## config.mk

```make
export PLATFORM = sky130hd
export DESIGN_NAME = rpn_stack_ctrl
export DESIGN_NICKNAME = d
export VERILOG_FILES = /design/src/rtl/rpn_stack_ctrl_pkg.sv /design/src/rtl/rpn_stack_mem.sv /design/src/rtl/rpn_stack_ctrl.sv
export SDC_FILE = /design/constraint.sdc
export NUM_CORES = 1
export LEC_CHECK = 0
export CAP_MARGIN = 0
export CELL_PAD_IN_SITES_DETAIL_PLACEMENT = 1
export CELL_PAD_IN_SITES_GLOBAL_PLACEMENT = 2
export CORE_ASPECT_RATIO = 0.75
export CORE_UTILIZATION = 40
export DETAILED_ROUTE_END_ITERATION = 6
export PLACE_DENSITY_LB_ADDON = 0.1
export SYNTH_ARGS = -nofsm -noshare
export SYNTH_HDL_FRONTEND = slang
export SYNTH_SLANG_ARGS = --single-unit
```

## constraint.sdc

```tcl
create_clock -name clk -period 4.4 [get_ports clk]
set_input_delay 0.88 -clock clk [delete_from_list [all_inputs] [get_ports clk]]
set_output_delay 0.88 -clock clk [all_outputs]
set_load 0.1 [all_outputs]
```

## src/rtl/rpn_stack_ctrl_pkg.sv

```systemverilog
// Shared RPN controller codes: ALU command codes, status codes and FSM encodings (ALU_INTERFACE).
// Pure definitions with no latency or flow control; the package wraps the raw codes in types.
`ifndef ALU_INTERFACE_DEFS
`define ALU_INTERFACE_DEFS
`define AC_N     3
`define AC_AD    3'd0
`define AC_SB    3'd1
`define AC_MU    3'd2
`define AC_DI    3'd3
`define ERR_OK        3'd0
`define ERR_OVERFLOW  3'd1
`define ERR_UNDERFLOW 3'd2
`define ERR_DIV0      3'd3
`define ERR_BADOP     3'd4
`define ST_IDLE  2'd0
`define ST_LOAD  2'd1
`define ST_EXEC  2'd2
`endif

package rpn_stack_ctrl_pkg;

    typedef enum logic [1:0] {
        ST_IDLE = `ST_IDLE,
        ST_LOAD = `ST_LOAD,
        ST_EXEC = `ST_EXEC
    } state_t;

    typedef enum logic [2:0] {
        E_OK        = `ERR_OK,
        E_OVERFLOW  = `ERR_OVERFLOW,
        E_UNDERFLOW = `ERR_UNDERFLOW,
        E_DIV0      = `ERR_DIV0,
        E_BADOP     = `ERR_BADOP
    } err_t;

    function automatic logic cmd_known(input logic [`AC_N-1:0] c);
        case (c)
            `AC_AD, `AC_SB, `AC_MU, `AC_DI: return 1'b1;
            default:                        return 1'b0;
        endcase
    endfunction

endpackage

```

## src/rtl/rpn_stack_mem.sv

```systemverilog
// Stack storage below top-of-stack: one sync write port, one registered read port, no reset.
// Read data appears the cycle after rd_en; no backpressure, caller sequences accesses.
module rpn_stack_mem #(
    parameter int N     = 16,
    parameter int WORDS = 7,
    parameter int AW    = 3
) (
    input  logic          clk,
    input  logic          wr_en,
    input  logic [AW-1:0] wr_addr,
    input  logic [N-1:0]  wr_data,
    input  logic          rd_en,
    input  logic [AW-1:0] rd_addr,
    output logic [N-1:0]  rd_data
);

    logic [N-1:0] mem_q [WORDS];
    logic [N-1:0] rd_data_q;

    always_ff @(posedge clk) begin
        if (wr_en) begin
            mem_q[wr_addr] <= wr_data;
        end
        if (rd_en) begin
            rd_data_q <= mem_q[rd_addr];
        end
    end

    assign rd_data = rd_data_q;

endmodule

```

## src/rtl/rpn_stack_ctrl.sv

```systemverilog
// RPN stack controller: push completes in one cycle; ops take IDLE->LOAD->EXEC, ready back 3 cycles later.
// Backpressure: ready is high only in IDLE; op wins over a simultaneous push, which must be held.
module rpn_stack_ctrl
    import rpn_stack_ctrl_pkg::*;
#(
    parameter int N     = 16,
    parameter int DEPTH = 8
) (
    input  logic                         clk,
    input  logic                         rst,
    input  logic                         clear,
    input  logic                         push_valid,
    input  logic [N-1:0]                 push_data,
    input  logic                         op_valid,
    input  logic [`AC_N-1:0]             op_cmd,
    output logic                         ready,
    output logic [N-1:0]                 top,
    output logic [$clog2(DEPTH+1)-1:0]   depth,
    output logic [2:0]                   err,
    output logic [N-1:0]                 alu_a,
    output logic [N-1:0]                 alu_b,
    output logic [`AC_N-1:0]             alu_cmd,
    input  logic [N-1:0]                 alu_c
);

    localparam int DW    = $clog2(DEPTH+1);
    localparam int WORDS = DEPTH - 1;
    localparam int AW    = (WORDS > 1) ? $clog2(WORDS) : 1;

    state_t             state_q, state_d;
    err_t               err_q, err_d;
    logic [N-1:0]       top_q, top_d;
    logic [DW-1:0]      depth_q, depth_d;
    logic [N-1:0]       a_q, a_d;
    logic [N-1:0]       b_q, b_d;
    logic [`AC_N-1:0]   cmd_q, cmd_d;
    logic [`AC_N-1:0]   alu_cmd_q, alu_cmd_d;

    logic               wr_en, rd_en;
    logic [AW-1:0]      wr_addr, rd_addr;
    logic [N-1:0]       rd_data;

    always_comb begin
        state_d   = state_q;
        err_d     = err_q;
        top_d     = top_q;
        depth_d   = depth_q;
        a_d       = a_q;
        b_d       = b_q;
        cmd_d     = cmd_q;
        alu_cmd_d = alu_cmd_q;
        wr_en     = 1'b0;
        rd_en     = 1'b0;
        wr_addr   = AW'(depth_q - DW'(1));
        rd_addr   = AW'(depth_q - DW'(2));

        unique case (state_q)
            ST_IDLE: begin
                if (op_valid) begin
                    if (!cmd_known(op_cmd)) begin
                        err_d = E_BADOP;
                    end else if (depth_q < DW'(2)) begin
                        err_d = E_UNDERFLOW;
                    end else begin
                        // Second-from-top is fetched now so it is on rd_data during LOAD.
                        cmd_d   = op_cmd;
                        rd_en   = 1'b1;
                        state_d = ST_LOAD;
                    end
                end else if (push_valid) begin
                    if (depth_q == DW'(DEPTH)) begin
                        err_d = E_OVERFLOW;
                    end else begin
                        wr_en   = (depth_q != '0);
                        top_d   = push_data;
                        depth_d = depth_q + DW'(1);
                        err_d   = E_OK;
                    end
                end
            end
            ST_LOAD: begin
                a_d       = rd_data;
                b_d       = top_q;
                alu_cmd_d = cmd_q;
                state_d   = ST_EXEC;
            end
            ST_EXEC: begin
                state_d = ST_IDLE;
                if (alu_cmd_q == `AC_DI && b_q == '0) begin
                    err_d = E_DIV0;
                end else begin
                    top_d   = alu_c;
                    depth_d = depth_q - DW'(1);
                    err_d   = E_OK;
                end
            end
            default: state_d = ST_IDLE;
        endcase

        if (clear) begin
            state_d = ST_IDLE;
            depth_d = '0;
            top_d   = '0;
            err_d   = E_OK;
            wr_en   = 1'b0;
            rd_en   = 1'b0;
        end
    end

    always_ff @(posedge clk or posedge rst) begin
        if (rst) begin
            state_q   <= ST_IDLE;
            err_q     <= E_OK;
            top_q     <= '0;
            depth_q   <= '0;
            a_q       <= '0;
            b_q       <= '0;
            cmd_q     <= `AC_AD;
            alu_cmd_q <= `AC_AD;
        end else begin
            state_q   <= state_d;
            err_q     <= err_d;
            top_q     <= top_d;
            depth_q   <= depth_d;
            a_q       <= a_d;
            b_q       <= b_d;
            cmd_q     <= cmd_d;
            alu_cmd_q <= alu_cmd_d;
        end
    end

    rpn_stack_mem #(
        .N     (N),
        .WORDS (WORDS),
        .AW    (AW)
    ) u_mem (
        .clk     (clk),
        .wr_en   (wr_en),
        .wr_addr (wr_addr),
        .wr_data (top_q),
        .rd_en   (rd_en),
        .rd_addr (rd_addr),
        .rd_data (rd_data)
    );

    assign ready   = (state_q == ST_IDLE);
    assign top     = top_q;
    assign depth   = depth_q;
    assign err     = err_q;
    assign alu_a   = a_q;
    assign alu_b   = b_q;
    assign alu_cmd = alu_cmd_q;

endmodule

```

# Word-level counts from Yosys, hierarchy flattened

Memories as Yosys holds them, arrays and structs flattened. A register that Yosys moved wholly into a read port is not among the register bits.
Cells that the tools add are included.

Logic and storage cells: 81
Output and inout bits: 59
Memories: 1
Bits in registers: 63
Input port bits: 40
Bits in writable memories: 112

Bitwise gates (word level): 1
Equal/unequal tests: 16
Reductions and logical operators: 11
Add/sub/neg operators: 3
Order comparisons: 1
Muxes and demuxes: 40

Memories:

| name        | words | width | read ports | clocked after Yosys merged registers in | wr ports | RTL line            | text |
|---|---|---|---|---|---|---|---|
| u_mem.mem_q | 7     | 16    | 1          | 1                                       | 1        | rpn_stack_mem.sv:17 | `logic [N-1:0] mem_q [WORDS];` |

Operators by type and width:

| kind                  | count |
|---|---|
| $mux W16              | 5 |
| $pmux W16 S2          | 1 |
| $mux W4               | 5 |
| $ne A3 B3 Y1 const B  | 6 |
| $logic_not A16 Y1     | 1 |
| $mux W1               | 16 |
| $mux W3               | 5 |
| $mux W2               | 5 |
| $eq A3 B2 Y1 const B  | 3 |
| $pmux W4 S2           | 1 |
| $pmux W3 S2           | 1 |
| $reduce_and A3 Y1     | 2 |
| $ne A5 B4 Y1 const B  | 1 |
| $reduce_and A5 Y1     | 1 |
| $add A4 B1 Y4 const B | 1 |
| $eq A4 B4 Y1 const B  | 1 |
| $lt A4 B2 Y1 const B  | 1 |
| $ne A4 B4 Y1 const B  | 1 |
| $pmux W2 S2           | 1 |
| $reduce_and A4 Y1     | 1 |
| $reduce_bool A4 Y1    | 1 |
| $reduce_or A4 Y1      | 1 |
| $sub A4 B1 Y4 const B | 1 |
| $eq A3 B1 Y1 const B  | 1 |
| 9 further kinds       | 9 |

# Depth between registers and ports, before layout

Gate-level depths: netlist of run 1.

Word-level depth: 9
Gate-level depth with buffers: 11
Gate-level depth less buffers: 7

# Hierarchy

Synthesis of run 1 repeated with hierarchy kept, for this count alone.

Cell total of the unflattened synthesis: 486
Area, all modules: 7,970.1 um2

By module, submodules not included:

| module         | cells each | seq. area each (um2) | area an instance (um2) | instances |
|---|---|---|---|---|
| rpn_stack_mem  | 253        | 3,843.7              | 5,051.1                | 1 |
| rpn_stack_ctrl | 233        | 1,576.5              | 2,919.0                | 1 |

# Worst setup path before layout of run 1

No wires, ideal clock.

Kind: register to register
Start: register state_q[1]
End: memory u_mem.mem_q[6][0] (enable)
Setup time: 0.430 ns
Clock period less this slack: 4.326 ns
Cell stages (with the launch flop): 6
Buffers on the path: 1
Data arrival time: 3.896 ns
Setup slack: 0.074 ns
Required time: 3.970 ns
Cell sequence: dfrtp_1 > buf_2 > nor2_1 > nor4bb_1 > nand2_1 > nor4_1

Word-level cells in the longest chain between the ends: 5

Ends and longest elaborated chain:

| element                       | RTL line              | text |
|---|---|---|
| from (decl)                   | rpn_stack_ctrl.sv:30  | `state_t state_q, state_d;` |
| from (signal assigned)        | rpn_stack_ctrl.sv:121 | `state_q <= state_d;` |
| $logic_not A2 Y1              | n/a                   |  |
| net ready                     | rpn_stack_ctrl.sv:16  | `output logic ready,` |
| $mux W1                       | rpn_stack_ctrl.sv:57  | `unique case (state_q)` |
| $mux W1                       | rpn_stack_ctrl.sv:100 | `if (clear) begin` |
| $mux W1                       | rpn_stack_mem.sv:21   | `if (wr_en) begin` |
| $mux W1 (implied by the code) | rpn_stack_mem.sv:22   | `mem_q[wr_addr] <= wr_data;` |
| to (decl)                     | rpn_stack_mem.sv:17   |  |

The timed path passes the listed nets, and every way through them passes these cells.

# Worst setup path after layout of run 1

Start: register depth_q[1], in the netlist depth[1]
End: output depth[1]

RTL lines:

| element                | RTL line              | text |
|---|---|---|
| from (decl)            | rpn_stack_ctrl.sv:33  | `logic [DW-1:0] depth_q, depth_d;` |
| from (signal assigned) | rpn_stack_ctrl.sv:124 | `depth_q <= depth_d;` |
| to (decl)              | rpn_stack_ctrl.sv:18  | `output logic [$clog2(DEPTH+1)-1:0] depth,` |

No word-level cell between the ends.

==> impl_results.md, run 1 <==
- Final setup TNS: 0 ps
- GP Congestion: 0.773
- Initial Util: 0.411
- Inserted Clock Buffers: 17
- CTS root buffer: clkbuf_16
- Post-CTS Resized: 0
- Setup Fix Bufs, Post-CTS: 0
- CP arrival: 2360 ps
- IO Port Bufs: 98
- Layout cells sized above 1: 0.179
- Synth Net Count: 523
- Fillers: 1811
- Critical path class: reg2out
- DP HPWL: 11600 um
- Library cells used by synthesis: 40
- Critical path fanouts, max: 13
- Antenna-violating nets left: 0
- Nets: 630
- Fmax achieved: 308 MHz
- Vias in the first global route: 4677
- Total number of vias: 4414
- Ports: 99
- Leak: 3.38 nW
- Max incr delay on CP: 1250 ps
- # Max-Cap Violations: 0
- WP data required: 3520 ps
- Register area share after synthesis: 0.708
- Iteration-0 DRC count of the detailed router: 258
- Slowest CP cell: clkdlybuf4s50_1
- Syn-to-layout area delta: 24.4%
- Max-slew headroom: 0.225
- Number of enable flip-flop cells after synthesis: 128
- CP Launch Point: depth[1]$_DFFE_PP0P_
- Worst vdd ir: 0.404 mV
- Initial antenna violation count: 0
- Cell row count: 43
- Worst Tran Pin Value: 1160 ps
- Die width: 162 um
- Worst Setup End Kind: output port
- Yosys warns: 0
- GRT Overall Usage: 0.191
- Top cells by area, synth: edfxtp_1, dfrtp_1, mux2_2
- Clk sinks: 191
- FFs w/ async S/R, synth: 0.330
- Syn_area_per_cell: 16.0 sq um
- Tightest Hold Check Type: reg2reg
- CTS tree: built
- Area of the core: 18600 sq um
- DRC viols: 0
- Total power: 5.83 mW
- Vias/cell: 5.22
- Final Hold Viols: 0
- Most common library cell in the layout ignoring fill and taps: edfxtp_1
- Worst-Skew Late Latency: 430 ps
- Unrepaired setup endpoints after global routing: no
- Final Max Slew Viols: 0
- Clk slew on worst S/H paths: 70 ps
- Min-delay src: u_mem.rd_data[14]$_DFFE_PP_
- Cell Pwr Density: 612 nW/um^2
- Setup Skew: 7.68 ps
- Buf+Inv Stages, Crit Path: 1
- Total gr overflow: 0
- Final setup viols: 0
- WL per Instance: 20.6 um
- First-pass GRT wire length: 27300 um
- Crit-path cells: clkdlybuf4s50_1
- Tmin final: 3240 ps
- Status: complete, no violations
- Top_reg_cell synth: edfxtp_1
- H-tree Lvls: 4
- Largest net degree at the start of global routing: 41
- Startpoint Class: register
- Synth area leader: edfxtp_1
- ANT cells: 0
- Post-Route WL: 17400 um
- Synth top area share: 0.502
- Most frequent cells in the layout: edfxtp_1, clkdlybuf4s50_1, dfrtp_1
- Cells after synthesis: 478
- Final Core Density: 0.512
- Full die area: 19700 sq um
- Chip Height: 122 um
- First-pass iteration count of the detailed router: 4
- Clock Path Buffers: 2
- Final Cycle Share: 0.737
- Post-Syn Area: 7650 sq um
- Reg-to-reg startpoint: depth[1]$_DFFE_PP0P_
- Post-CTS Hold Fix Bufs: 0
- Synth Register Bits: 191
- Top delay family on crit path: buffers and inverters
-- kinds of logic after synthesis --
| logic type | after synthesis | synth area share |
|---|---|---|
| AO/OA/AOI/OAI | 64 | 0.0518 |
| XOR/XNOR | 1 | 0.00114 |
| adder cells (fa/ha/maj) | 5 | 0.00817 |
| buffers and inverters | 33 | 0.0227 |
| flip-flops | 191 | 0.708 |
| multiplexers | 86 | 0.145 |
| AND/OR/NAND/NOR | 98 | 0.0634 |
-- layout make-up --
cell class	count	area, sq um	share of cell area
clock buffers	19	433	0.0454
well taps	247	309	0.0324
flip-flops and latches	191	5420	0.569
multi-input cells	254	2090	0.219
repair buffers	115	1110	0.116
clock inverters	13	140	0.0147
inverters	6	22.5	0.00236
-- registers in the layout, indices dropped and copies added (netlist names) --
| register | count |
|---|---|
| alu_a | 16 |
| alu_b | 16 |
| alu_cmd | 3 |
| cmd_q | 3 |
| depth | 4 |
| err | 3 |
| state_q | 2 |
| top | 16 |
| u_mem.mem_q | 112 |
| u_mem.rd_data | 16 |
-- synth_stat cells (2+ instances only) --
cell and instances:
mux2_2 37, clkbuf_1 11, o31ai_1 17, dfrtp_1 63, mux2i_1 33, o41ai_1 2, nand3b_1 2, ha_1 5
nor3b_1 3, nand2_1 54, mux4_2 16, buf_8 2, edfxtp_1 128, buf_2 10, inv_1 6, buf_4 2
nor4_1 7, nor3_1 9, nor2_1 7, nor2b_1 6, a311oi_1 2, o21ai_0 36, nor4b_1 3
-- through the flow --
step                      worst slack (ps)  cell area, sq um  hold slack, ps  instances
after floorplan                       73.9              7650             454        478
after global placement                1190              8950             457        813
after detailed placement              1040              8950             465        813
after CTS                             1130              9530             481        845
after global routing                  1060              9530             495        845
final                                 1160              9530             479        845
-- metal layers --
layer / track usage / share of wire / up-vias
met3: 0.0579 / 0.054 / 14
li1: - / - / 2033
met2: 0.278 / 0.43 / 125
met1: 0.276 / 0.50 / 2242
met5: 0 / 0 / -
met4: 0.0590 / 0.014 / 0
-- where the power goes --
group | total, mW | switching, mW | internal, mW
sequential | 2.29 | 0.166 | 2.13
clock | 1.50 | 0.658 | 0.837
combinational | 2.04 | 1.51 | 0.537
-- worst paths after layout --
check                           cells after the start                         end  slack (ps)
max in group asynchronous                           3        alu_a[8]$_DFFE_PP0P_        2830
worst min register to register                      1       alu_a[14]$_DFFE_PP0P_         480
worst max-delay path                                1                    depth[1]        1160
worst min-delay path                                1       alu_a[14]$_DFFE_PP0P_         480
min in group asynchronous                           2        alu_b[0]$_DFFE_PP0P_         850
worst max register to register                      5  u_mem.rd_data[5]$_DFFE_PP_        1310
No activity file was read; power rests on OpenSTA's default activity.
==> run 2: changes to the inputs <==
==> constraint.sdc (replaced) <==
create_clock -name clk -period 3.3 [get_ports clk]
set_input_delay 0.66 -clock clk [delete_from_list [all_inputs] [get_ports clk]]
set_output_delay 0.66 -clock clk [all_outputs]
set_load 0.1 [all_outputs]
==> run 2 against run 1 <==
Effect of this change: sequential cell count stayed put; sequential share of layout area grew 0.29 points; final cell count increased by 0.47%; worst setup slack got worse by 510 ps; sequential power grew 33%; hold slack got worse by 2.7 ps; critical path depth is 5 higher; final area shrank 0.51%; first-iteration DRC count shrank 12%; non-clock buffer count is 4 higher; global-route usage increased by 0.27 points.
==> impl_results.md, run 2 (synthesized netlist as in run 1, its figures left out) <==
- Biggest register: u_mem.mem_q
- WL per Instance: 20.9 um (+1.3%)
- Final Max Slew Viols: 0 (unchanged)
- Nets: 634 (+0.63%)
- Ports: 99 (unchanged)
- CTS root buffer: clkbuf_16
- Fmax achieved: 377 MHz
- Largest net degree at the start of global routing: 64 (+56%)
- Vias in the first global route: 4690 (+0.28%)
- Initial antenna violation count: 0 (unchanged)
- Final Cycle Share: 0.803
- # Max-Cap Violations: 0 (unchanged)
- ANT cells: 0 (unchanged)
- Max-slew headroom: 0.272 (+0.0471)
- Inserted Clock Buffers: 17 (unchanged)
- Critical path class: reg2reg
- Leak: 3.52 nW (+4.1%)
- Setup Fix Bufs, Post-CTS: 0 (unchanged)
- CTS tree: built
- IO Port Bufs: 98 (unchanged)
- Worst-Skew Late Latency: 440 ps (about the same)
- CP arrival: 2980 ps (+620 ps)
- Tmin final: 2650 ps
- Cell row count: 43 (unchanged)
- DP HPWL: 11700 um (+0.59%)
- Max FFs per register: 112 (unchanged)
- Unrepaired setup endpoints after global routing: no
- Cell Pwr Density: 824 nW/um^2 (+35%)
- Total number of vias: 4469 (+1.2%)
- Setup Skew: 9.53 ps (+1.85 ps)
- Critical path fanouts, max: 29 (+16)
- Layout cells sized above 1: 0.291 (+0.112)
- Worst Setup End Kind: register
- Worst Tran Pin Value: 1090 ps (-71.4 ps)
- Most common library cell in the layout ignoring fill and taps: edfxtp_1
- Chip Height: 122 um (unchanged)
- Die width: 162 um (unchanged)
- Total power: 7.81 mW (+34%)
- Iteration-0 DRC count of the detailed router: 228 (-12%)
- Total gr overflow: 0 (unchanged)
- H-tree Lvls: 4 (unchanged)
- Tightest Hold Check Type: reg2reg
- Vias/cell: 5.26 (+0.77%)
- First-pass iteration count of the detailed router: 4 (unchanged)
- Clock Path Buffers: 2 (unchanged)
- Status: complete, no violations
- Post-CTS Resized: 0 (unchanged)
- Clk sinks: 191 (unchanged)
- Most frequent cells in the layout: edfxtp_1, buf_4, dfrtp_1
- First-pass GRT wire length: 27500 um (+0.78%)
- Final hold slack: 476 ps (-2.71 ps)
- Post-CTS Hold Fix Bufs: 0 (unchanged)
- GRT Overall Usage: 0.194 (+0.00274)
- Area of the core: 18600 sq um (unchanged)
- Startpoint Class: register
- Final Core Density: 0.509 (-0.00262)
- Fillers: 1809 (-0.11%)
- Clk slew on worst S/H paths: 70 ps (about the same)
- Worst vdd ir: 0.609 mV (+51%)
- Final setup viols: 0 (unchanged)
- Final Hold Viols: 0 (unchanged)
- Antenna-violating nets left: 0 (unchanged)
- Initial Util: 0.411 (unchanged)
- Syn-to-layout area delta: 23.8%
- WP data required: 3630 ps (+110 ps)
- DRC viols: 0 (unchanged)
- GP Congestion: 0.812 (+5.1%)
- Full die area: 19700 sq um (unchanged)
- Post-Route WL: 17800 um (+1.8%)
## run 2: changes by cell type in the layout (fill, tap and decap cells not counted)
cell	delta
clkbuf_8	+3
buf_4	+61
clkdlybuf4s50_1	-59
buf_12	+2
clkinv_1	-2
nor2_2	+3
clkinvlp_4	-2
nor2_1	-3
inv_6	+2
nor4_4	+1
nor4_2	-1
clkinv_4	-1
## run 2: final timing paths
check	start	endpoint	slack, ps	cells after the start
max	alu_b[3]$_DFFE_PP0P_	top[4]$_DFFE_PP0P_	650	6
min	u_mem.rd_data[4]$_DFFE_PP_	alu_a[4]$_DFFE_PP0P_	480	1
max reg2reg	alu_b[3]$_DFFE_PP0P_	top[4]$_DFFE_PP0P_	650	6
min reg2reg	u_mem.rd_data[4]$_DFFE_PP_	alu_a[4]$_DFFE_PP0P_	480	1
max in group asynchronous	rst	depth[0]$_DFFE_PP0P_	2340	3
min in group asynchronous	rst	alu_a[12]$_DFFE_PP0P_	580	3
## run 2: worst max-delay path: stages, from the launching register on
cell and delay, ps:
dfrtp_1 390, or4_1 630, nand3b_4 210, o21bai_2 880, buf_4 290, nand2_1 60, o31ai_1 80
## run 2: per-stage QoR
stage               std cells  setup TNS (ps)  setup slack (ps)  instance area (sq um)
floorplan                 478           -5410              -189                   7680
CTS                       849               0               646                   9480
global route              849               0               473                   9480
detailed placement        817               0               466                   8880
finish                    849               0               649                   9480
global placement          817               0               491                   8880
## run 2: layout make-up
cell class	count	area, sq um	area share
Inverter	6	22.5	0.00238
Timing Repair Buffer	119	1020	0.107
Clock buffer	22	474	0.0500
Multi-Input combinational cell	254	2110	0.222
Clock inverter	10	126	0.0133
Sequential cell	191	5420	0.572
Tap cell	247	309	0.0326
## run 2: layer usage
metal | up-vias | track usage | share of wire | wire (um)
li1 | 2039 | - | - | -
met1 | 2288 | 0.277 | 0.49 | 8770
met2 | 123 | 0.287 | 0.44 | 7770
met3 | 19 | 0.0429 | 0.049 | 870
met4 | 0 | 0.0808 | 0.019 | 341
met5 | - | 0 | 0 | 0
## run 2: power by group
group / internal (mW) / switching, mW
Sequential: 2.83 / 0.220
Clock: 1.19 / 0.902
Combinational: 0.641 / 2.02
Total: 4.66 / 3.15
